--- src/rtl/ats21_pkg.sv ---
// ats21_pkg: shared types and constants for the ATS21 command issuer.
//   opcode_t       - ATS21 command opcodes (cmd[31:29])
//   NOP_CMD        - padding command for an empty channel
//   issuer_state_t - issuer FSM states
package ats21_pkg;

    typedef enum logic [2:0] {
        NOP       = 3'b000,
        SET_CLK   = 3'b001,
        CLK_EN    = 3'b010,
        SET_MODE  = 3'b011,
        SET_ALARM = 3'b101,
        SET_TIMER = 3'b110,
        AT_EN     = 3'b111
    } opcode_t;

    localparam logic [31:0] NOP_CMD = 32'h0000_0000;

    typedef enum logic [1:0] {IDLE, UPPER, LOWER} issuer_state_t;

endpackage

--- src/rtl/ats21_cmd_fifo.sv ---
// ats21_cmd_fifo: synchronous FIFO holding commands for one issuer channel.
//   clk, reset      - clock, synchronous active-high reset (flushes contents)
//   push, din       - write request and data; ignored while full
//   pop, dout       - read request and head data; ignored while empty
//   full, empty     - occupancy flags derived from the registered level
//   level           - number of stored entries
module ats21_cmd_fifo
    import ats21_pkg::*;
#(
    parameter int DEPTH = 4,
    parameter int WIDTH = 32
) (
    input  logic                       clk,
    input  logic                       reset,
    input  logic                       push,
    input  logic [WIDTH-1:0]           din,
    input  logic                       pop,
    output logic [WIDTH-1:0]           dout,
    output logic                       full,
    output logic                       empty,
    output logic [$clog2(DEPTH):0]     level
);

    localparam int AW = $clog2(DEPTH);

    logic [WIDTH-1:0] mem [DEPTH];
    logic [AW-1:0]    wr_ptr;
    logic [AW-1:0]    rd_ptr;
    logic             do_push;
    logic             do_pop;

    assign full    = level == (AW+1)'(DEPTH);
    assign empty   = level == '0;
    assign do_push = push && !full;
    assign do_pop  = pop && !empty;
    assign dout    = mem[rd_ptr];

    always_ff @(posedge clk) begin
        if (do_push) mem[wr_ptr] <= din;
    end

    always_ff @(posedge clk) begin
        if (reset) begin
            wr_ptr <= '0;
            rd_ptr <= '0;
            level  <= '0;
        end else begin
            if (do_push) wr_ptr <= wr_ptr + 1'b1;
            if (do_pop) rd_ptr <= rd_ptr + 1'b1;
            level <= level + (AW+1)'(do_push) - (AW+1)'(do_pop);
        end
    end

endmodule

--- src/rtl/ats21_cmd_issuer.sv ---
// ats21_cmd_issuer: pairs channel A/B command FIFO heads and sends each pair as two 16-bit beats.
//   clk, reset             - clock, synchronous active-high reset
//   a_valid/a_cmd/a_ready  - channel A command push interface
//   b_valid/b_cmd/b_ready  - channel B command push interface
//   req/ctrlA/ctrlB/ready  - beat handshake toward the responder (upper half, then lower half)
//   busy                   - FSM not idle
//   a_level/b_level        - FIFO occupancies
//   sent_cnt               - completed command pairs (wrapping)
//   err                    - one-cycle timeout abort pulse
// Optional feature macro ATS21_CMD_TIMEOUT_EN: abandon a pair after TIMEOUT stalled cycles on one beat.
module ats21_cmd_issuer
    import ats21_pkg::*;
#(
    parameter int DEPTH   = 4,
    parameter int TIMEOUT = 255
) (
    input  logic                       clk,
    input  logic                       reset,
    input  logic                       a_valid,
    input  logic [31:0]                a_cmd,
    output logic                       a_ready,
    input  logic                       b_valid,
    input  logic [31:0]                b_cmd,
    output logic                       b_ready,
    output logic                       req,
    output logic [15:0]                ctrlA,
    output logic [15:0]                ctrlB,
    input  logic                       ready,
    output logic                       busy,
    output logic [$clog2(DEPTH):0]     a_level,
    output logic [$clog2(DEPTH):0]     b_level,
    output logic [15:0]                sent_cnt,
    output logic                       err
);

    issuer_state_t state;
    logic [31:0]   h_a;
    logic [31:0]   h_b;
    logic [31:0]   a_dout;
    logic [31:0]   b_dout;
    logic [31:0]   next_a;
    logic [31:0]   next_b;
    logic          a_full;
    logic          b_full;
    logic          a_empty;
    logic          b_empty;
    logic          load;
    logic          abort;

    ats21_cmd_fifo #(.DEPTH(DEPTH), .WIDTH(32)) u_fifo_a (
        .clk(clk), .reset(reset), .push(a_valid), .din(a_cmd),
        .pop(load && !a_empty), .dout(a_dout), .full(a_full), .empty(a_empty), .level(a_level)
    );

    ats21_cmd_fifo #(.DEPTH(DEPTH), .WIDTH(32)) u_fifo_b (
        .clk(clk), .reset(reset), .push(b_valid), .din(b_cmd),
        .pop(load && !b_empty), .dout(b_dout), .full(b_full), .empty(b_empty), .level(b_level)
    );

    assign a_ready = !a_full;
    assign b_ready = !b_full;
    assign busy    = state != IDLE;
    assign next_a  = a_empty ? NOP_CMD : a_dout;
    assign next_b  = b_empty ? NOP_CMD : b_dout;
    // A new pair is taken from idle, or straight after the lower beat is accepted so
    // back-to-back pairs leave no req gap.
    assign load    = (!a_empty || !b_empty) && (state == IDLE || (state == LOWER && ready));

`ifdef ATS21_CMD_TIMEOUT_EN
    localparam int TW = $clog2(TIMEOUT + 1);
    logic [TW-1:0] tmo_cnt;
    // Abort on the edge that would bring the stall count up to TIMEOUT; a beat
    // accepted on that edge wins because ready masks the abort.
    assign abort = req && !ready && (tmo_cnt == TW'(TIMEOUT - 1));
    always_ff @(posedge clk) begin
        if (reset || !req || ready || abort) tmo_cnt <= '0;
        else tmo_cnt <= tmo_cnt + 1'b1;
    end
`else
    localparam int tmo_unused = TIMEOUT;
    assign abort = 1'b0;
`endif

    always_ff @(posedge clk) begin
        if (reset) begin
            state    <= IDLE;
            h_a      <= NOP_CMD;
            h_b      <= NOP_CMD;
            req      <= 1'b0;
            ctrlA    <= '0;
            ctrlB    <= '0;
            sent_cnt <= '0;
            err      <= 1'b0;
        end else begin
            err <= abort;
            if (abort) begin
                state <= IDLE;
                req   <= 1'b0;
                ctrlA <= '0;
                ctrlB <= '0;
            end else if (load) begin
                if (state == LOWER) sent_cnt <= sent_cnt + 1'b1;
                state <= UPPER;
                h_a   <= next_a;
                h_b   <= next_b;
                req   <= 1'b1;
                ctrlA <= next_a[31:16];
                ctrlB <= next_b[31:16];
            end else if (state == UPPER && ready) begin
                state <= LOWER;
                ctrlA <= h_a[15:0];
                ctrlB <= h_b[15:0];
            end else if (state == LOWER && ready) begin
                sent_cnt <= sent_cnt + 1'b1;
                state    <= IDLE;
                req      <= 1'b0;
                ctrlA    <= '0;
                ctrlB    <= '0;
            end
        end
    end

endmodule

--- config.mk ---
export PLATFORM = sky130hd
export DESIGN_NAME = ats21_cmd_issuer
export DESIGN_NICKNAME = d
export VERILOG_FILES = /design/src/rtl/ats21_pkg.sv /design/src/rtl/ats21_cmd_fifo.sv /design/src/rtl/ats21_cmd_issuer.sv
export SDC_FILE = /design/constraint.sdc
export NUM_CORES = 1
export LEC_CHECK = 0
export CORE_ASPECT_RATIO = 1.75
export CORE_MARGIN = 2
export CORE_UTILIZATION = 34
export DETAILED_ROUTE_END_ITERATION = 12
export HOLD_SLACK_MARGIN = 0.05
export PLACE_DENSITY = 0.52
export SKIP_LAST_GASP = 1
export SYNTH_ARGS = -nofsm -noshare
export SYNTH_HDL_FRONTEND = slang
export SYNTH_SLANG_ARGS = --single-unit
--- constraint.sdc ---
create_clock -name clk -period 3.05 [get_ports clk]
set_input_delay 0.61 -clock clk [delete_from_list [all_inputs] [get_ports clk]]
set_output_delay 0.61 -clock clk [all_outputs]
set_load 0.1 [all_outputs]
==> summary.md, run 1 <==
| Metric | Value |
|---|---|
| Status | `finished clean` |
| Drt pass-1 iters | `4` |
| Share of cells above drive strength 1 | `0.233` |
| Switching power | `0.00526 W` |
| P&R area growth vs syn | `22.4%` |
| Io pins | `128` |
| Synth area leaders | `edfxtp_1 (58%), dfxtp_1 (15%), mux4_2 (11%)` |
| Nets | `about 1,000` |
| Initial antenna violation count | `1` |
| F_max | `0.417 GHz` |
| Mean post-synth cell area | `17.8 sq um` |
| Int Power | `0.0101 W` |
| Clock root cell | `clkbuf_16` |
| Largest family of logic cells by synthesized area | `multiplexers` |
| CP required | `3.44 ns` |
| Slew headroom | `0.608` |
| Most instantiated library cell after synthesis | `edfxtp_1` |
| Die ar. | `approximately 40,000 sq um` |
| CTS Buffer Depth | `3` |
| Gpl congestion | `0.707` |
| Routed WL | `between 20 and 30 mm` |
| Critical path class | `flop to flop` |
| Post-Synth Adder-Cell Area | `0.0153` |
| Chip width | `153 um` |
| Comb pwr share | `0.303` |
| Worst skew pair latency | `0.54 ns` |
| Die Y | `roughly 270 um` |
| Detailed-route DRC error count | `0` |
| CTS sink count | `357` |
| Area fraction of the dominant cell type after synthesis | `0.580` |
| CTS buffer count | `36` |
| Syn. warnings | `0` |
| First-pass GRT wire length | `45.5 mm` |
| Max Fanout on Critical Path | `6` |
| Tot GR Track Use | `0.148` |
| Unrepaired setup endpoints after global routing | `no` |
| Starting density of the core | `0.346` |
| Dpl hpwl | `around 19 mm` |
| Reg power frac | `0.417` |
| # resized after CTS | `0` |
| Final core occ | `0.423` |
| Seq/Total Area, Yosys | `0.732` |
| Final ANT Viol Nets | `0` |
| Clock-pin slew on the worst setup and hold paths | `roughly 0.06 ns` |
| Clock power share | `0.280` |
| IO Port Bufs | `126` |
| CTS tree | `yes` |
| Net count after synthesis | `830` |
| Synth Area in Compound Gates | `0.0531` |
| Hold crit path type | `flop to flop` |
| Max Slew Vio Count | `0` |
| Iteration-0 DRC Markers | `315` |
| Pwr dens | `944 nW/um^2` |
| Vias | `approximately 7,000` |
| XOR/XNOR Fraction of Synth Area | `0.0119` |
| Synth cell count leaders | `edfxtp_1 (256), dfxtp_1 (101), mux4_2 (64), nor2_1 (56), nor2b_1 (36)` |
| Leak Pwr | `5.49 nW` |
| Final hold viol count | `0` |
| Final Setup Violations | `0` |
| Net Sw Frac | `0.343` |
| GRT overflow | `0` |
| Yosys top cell by area | `edfxtp_1` |
| Peak supply drop | `between 0.5 and 0.6 mV` |
| Post-synthesis register bit count | `357` |
| Post-CTS Setup Bufs | `0` |
| Post-Syn Area | `between 10,000 and 15,000 sq um` |
| Core Region | `38,400 sq um` |
| EDFF count, synth | `256` |
| Setup TNS | `0 ns` |
| Max Cap Viol | `0` |
| Row count | `between 90 and 100` |
| DR WL/cell | `between 20 and 25 um` |
| Synthesized netlist cell count | `roughly 750` |
| Hold-fix buffers, CTS | `0` |
| Worst Skew | `0.0324 ns` |
| Worst slew pin tran | `0.587 ns` |
| Crit end category | `flop` |
| H-Tree Depth | `2` |
| Via density | `4.95` |
| Inserted Diodes | `0` |
| Largest net degree at the start of global routing | `48` |
| Critical Path Start Type | `flop` |
| Minimum clock period | `2.40 ns` |
| Post-synthesis cell type count | `43` |
| Post-synthesis async set-or-reset flop share | `0` |
| Top FF cell, synth | `edfxtp_1` |
| Vias in the first global route | `7,529` |
| Worst EP arrival | `approximately 2.8 ns` |
| Fin crit share | `0.786` |
| Simple-gate share of the synthesized area | `0.0572` |
| Mux contribution to synthesized area | `0.111` |
==> cells by family after synthesis <==
logic type	after synthesis
AO/OA/AOI/OAI	86
XOR/XNOR	18
adder cells (fa/ha/maj)	15
buffers and inverters	57
flip-flops	357
multiplexers	67
other	1
AND/OR/NAND/NOR	145
==> sequential cells by signal, indices dropped and copies added, names as in the netlist, named ones only <==
register,cells
u_fifo_b.rd_ptr,2
state,2
u_fifo_a.mem,128
u_fifo_a.level,3
u_fifo_b.mem,128
ctrlA,16
sent_cnt,16
u_fifo_a.wr_ptr,2
ctrlB,16
u_fifo_b.wr_ptr,2
u_fifo_b.level,3
h_a,16
req,1
u_fifo_a.rd_ptr,2
h_b,16
==> path summary, 6_finish.rpt <==
kind	end	start	slack, ns	depth (start not counted)
worst min register to register	req	req	0.47	2
worst max register to register	u_fifo_a.level[2]	u_fifo_a.level[0]	0.65	9
worst max-delay path	u_fifo_a.level[2]	u_fifo_a.level[0]	0.65	9
worst min-delay path	req	req	0.47	2
==> area by class of cell <==
type	instances	area, sq um
Clock buffer	49	960
Clock inverter	16	178
Fill cell	3440	22200
Inverter	14	52.6
Multi-Input combinational cell	332	3300
Sequential cell	357	9720
Tap cell	485	607
Timing Repair Buffer	152	1420
==> per-layer routing <==
metal / track usage / up-vias / wire length [um]
met2: 0.295 / 137 / 17000
li1: - / 3231 / -
met3: 0.0323 / 46 / 1370
met1: 0.150 / 3538 / 10600
met4: 0.0470 / 2 / 765
met5: 0 / - / 16
==> per-stage QoR <==
step / cells / area (sq um) / total power (W) / setup slack (ns) / hold WS [ns]
5_1_grt: 1405 / 16200 / 0.0160 / 0.521 / 0.506
3_3_place_gp: 1340 / 15100 / 0.0112 / 0.220 / 0.445
3_5_place_dp: 1340 / 15100 / 0.0113 / 0.211 / 0.471
6_report: 1405 / 16200 / 0.0153 / 0.651 / 0.473
4_1_cts: 1405 / 16200 / 0.0156 / 0.631 / 0.480
2_1_floorplan: 746 / 13300 / 0.00986 / 0.136 / 0.455
==> power by group through the flow <==
stage / clock network (W) / registers (W) / logic, W
after CTS: 0.00444 / 0.00641 / 0.00476
after global placement: 0 / 0.00649 / 0.00472
after floorplan: 0 / 0.00773 / 0.00213
final: 0.00430 / 0.00639 / 0.00464
after detailed placement: 0 / 0.00650 / 0.00475
after global routing: 0.00463 / 0.00646 / 0.00496
==> worst max-delay path, cell delays in order, from the launching register on <==
cell and delay [ns]:
dfxtp_2 0.33, or3_1 0.48, and3_1 0.23, ha_1 0.27
inv_1 0.04, ha_1 0.18, fa_1 0.37, xnor2_1 0.18
xnor2_1 0.14, nor2_1 0.05
==> layout by cell type (no fill, tap or decap), drive strengths merged, types with 5 or more instances in the layout <==
| cell | Yosys | routed |
|---|---|---|
| edfxtp | 256 | 256 |
| dfxtp | 101 | 101 |
| buf | 19 | 85 |
| clkdlybuf4s50 | 0 | 67 |
| mux4 | 64 | 64 |
| nor2 | 56 | 56 |
| clkbuf | 24 | 49 |
| nor2b | 36 | 36 |
| a221o | 32 | 32 |
| a22oi | 32 | 32 |
| inv | 14 | 16 |
| ha | 13 | 13 |
| xnor2 | 11 | 11 |
| nand2 | 9 | 9 |
| a21oi | 9 | 9 |
| and2 | 8 | 8 |
| clkinv | 0 | 8 |
| nand4 | 7 | 7 |
| xor2 | 7 | 7 |
| or3 | 6 | 6 |
| nand3 | 6 | 6 |
| o21ai | 5 | 5 |
Note: power is estimated with default switching activity, not from simulation.
==> inputs of run 2 (changes only) <==
Settings changed: PLACE_DENSITY 0.52 to 0.54.
Clock period 3.05 ns to 2 ns, I/O delays scaled along.
==> run 2 against run 1 <==
The run now ends with negative setup slack left. Combinational power up 73%. Non-clock buffer count up 47. Critical path depth unchanged. Global-route usage up 0.29 points. Count of clock-buffer cells in the layout down 3. Sequential share of layout area down 2.6 points. Largest power group unchanged.
==> summary.md, run 2 (synthesized netlist as in run 1, its figures left out) <==
| Metric | Value |
|---|---|
| Status | `finished with violations` |
| Failing checks | `negative setup slack` |
| Core Region | `38,400 sq um (unchanged)` |
| Critical Path Start Type | `flop` |
| F_max | `0.467 GHz (+12%)` |
| Critical path class | `flop to flop` |
| Max Cap Viol | `0 (unchanged)` |
| First-pass GRT wire length | `46.6 mm (+2.4%)` |
| Routed WL | `30.5 mm (+2.1%)` |
| Max Fanout on Critical Path | `2 (-4)` |
| Cell Chain, Critical Path | `or3_4, and3_4, ha_4, inv_2, ha_4, fa_2, xnor2_2, xnor2_1, nor2_1` |
| Hold crit path type | `input port to flop` |
| Length in cells of the worst reg-to-reg path | `9 (unchanged)` |
| Slack of the critical path | `-0.141 ns (-0.793 ns)` |
| Hold Crit Depth | `2 (unchanged)` |
| Worst EP arrival | `2.52 ns (-0.27 ns)` |
| Critical hold path startpoint | `reset` |
| Fin crit share | `1.07 (+0.284)` |
| P&R area growth vs syn | `28.5%` |
| Vias | `7,230 (+4.0%)` |
| CTS tree | `yes` |
| Crit end category | `flop` |
| IO Port Bufs | `126 (unchanged)` |
| Final ANT Viol Nets | `0 (unchanged)` |
| Peak supply drop | `0.844 mV (+47%)` |
| Clock-pin slew on the worst setup and hold paths | `0.06 ns (about the same)` |
| Nets | `1,024 (+4.8%)` |
| Setup slack, reg-to-reg | `-0.14 ns (-0.79 ns)` |
| DR WL/cell | `21.0 um (-1.3%)` |
| Most frequent cells in the layout | `edfxtp_1 (256), buf_4 (102), dfxtp_1 (82)` |
| H-Tree Depth | `2 (unchanged)` |
| Detailed-route DRC error count | `0 (unchanged)` |
| Tot GR Track Use | `0.151 (+0.00291)` |
| Clock root cell | `clkbuf_16` |
| Starting density of the core | `0.346 (unchanged)` |
| Slowest-stage cell, CP | `or3_4` |
| Slew headroom | `0.458 (-0.150)` |
| Drt pass-1 iters | `4 (unchanged)` |
| Minimum clock period | `2.14 ns (-0.257 ns)` |
| CTS sink count | `357 (unchanged)` |
| Worst r2r src | `u_fifo_a.level[0]` |
| RR Endpoint | `u_fifo_a.level[2]` |
| Worst slew pin tran | `0.813 ns (+0.226 ns)` |
| Most numerous cell on the critical path | `ha_4` |
| GRT overflow | `0 (unchanged)` |
| Leak Pwr | `5.87 nW (+7.0%)` |
| Chip width | `153 um (unchanged)` |
| WHS | `0.200 ns (-0.273 ns)` |
| CP required | `2.38 ns (-1.06 ns)` |
| Iteration-0 DRC Markers | `303 (-3.8%)` |
| Dpl ws | `-0.573 ns (-0.784 ns)` |
| Grt peak-use layer | `met2` |
| Max Slew Vio Count | `0 (unchanged)` |
| Final hold viol count | `0 (unchanged)` |
| Die ar. | `40,700 sq um (unchanged)` |
| Largest net degree at the start of global routing | `63 (+31%)` |
| Hold-fix buffers, CTS | `0 (unchanged)` |
| Sequential Area | `9760 sq um (+0.37%)` |
| Unrepaired setup endpoints after global routing | `yes` |
| Share of cells above drive strength 1 | `0.302 (+0.0697)` |
| Final Setup Violations | `4 (+4)` |
| Biggest cell delay along the critical path | `0.39 ns (-0.09 ns)` |
| Vias in the first global route | `7,798 (+3.6%)` |
| CTS buffer count | `36 (unchanged)` |
| Met2 GRT Util | `0.296 (+0.000483)` |
| Pwr dens | `1440 nW/um^2 (+53%)` |
| Top flop regs | `u_fifo_a.mem x128, u_fifo_b.mem x128` |
| GRT met3 Usage | `0.0297 (-0.00261)` |
| Io pins | `128 (unchanged)` |
| Worst skew pair latency | `0.52 ns (-0.02 ns)` |
| Die Y | `265 um (unchanged)` |
| Worst Skew | `0.0118 ns (-0.0206 ns)` |
| Row count | `95 (unchanged)` |
| Routing usage on met1 | `0.157 (+0.00673)` |
| Multi-input gate area | `3380 sq um (+2.3%)` |
| Initial antenna violation count | `4 (+3)` |
| Via density | `4.98 (+0.53%)` |
| Dpl hpwl | `20.1 mm (+7.8%)` |
| Fillers | `3,381 (-1.7%)` |
| CTS Buffer Depth | `3 (unchanged)` |
| Leading cell type in the layout, fill and taps excluded | `edfxtp_1` |
| Gpl congestion | `0.719 (+1.7%)` |
## run 2: changes by cell type in the layout (fill, tap and decap cells not counted), moves of 3 or more
cell,change
dfxtp_4,+9
buf_12,+19
buf_4,+27
clkbuf_16,+3
clkinv_1,+4
and2_1,-8
and2_2,+4
dfxtp_1,-11
and2_4,+4
clkbuf_1,-7
## run 2: final cells by class
type,count,area share
clock buffer,46,0.0593
antenna,2,0.000294
inverter,14,0.00308
timing repair buffer,199,0.119
tap,485,0.0356
clock inverter,18,0.0120
multi-input combinational,332,0.198
sequential,357,0.573
## run 2: power by group
group	internal, W	switching, W
clock network	0.00410	0.00275
logic	0.00311	0.00492
registers	0.00916	0.000500
## run 2: critical path: cells and delay by family, from the launching register on
| kind | cells | cell delay [ns] |
|---|---|---|
| AND/OR/NAND/NOR | 3 | 0.61 |
| XOR/XNOR | 2 | 0.28 |
| adder cells (fa/ha/maj) | 3 | 0.74 |
| flip-flops | 1 | 0.34 |
| buffers and inverters | 1 | 0.03 |
## run 2: worst max-delay path by stage
stage | startpoint | endpoint | slack (ns)
global route | u_fifo_a.level[0] | u_fifo_a.level[2] | -0.25
global placement | ready | u_fifo_a.level[2] | -0.56
floorplan | u_fifo_a.level[2] | u_fifo_a.level[2] | -0.66
detailed placement | ready | u_fifo_a.level[2] | -0.57
finish | u_fifo_a.level[0] | u_fifo_a.level[2] | -0.14
CTS | u_fifo_a.level[0] | u_fifo_a.level[2] | -0.16
## run 2: what timing repair did
item / CTS / global route
gates cloned: 0 / 1
pin swaps: 5 / 1
setup endpoints to repair: 13 / 34
resized for setup: 1 / 1
endpoints found under the hold margin: 0 / 0
buffers inserted: 0 / 1
## run 2: through the flow
stage	power (W)	instances	utilization	cell area, sq um	setup TNS (ns)
final	0.0245	1453	0.444	17000	-0.366
after global routing	0.0257	1452	0.444	17000	-0.692
after CTS	0.0249	1449	0.442	17000	-0.406
after detailed placement	0.0179	1385	0.411	15800	-13.18
after global placement	0.0178	1385	0.411	15800	-11.27
after floorplan	0.0153	746	-	13400	-2.45
## run 2: per-layer routing
layer  share of wire  wire length (um)
met1            0.36             11000
met2            0.57             17500
met3           0.040              1210
met4           0.023               700
met5         0.00098                30
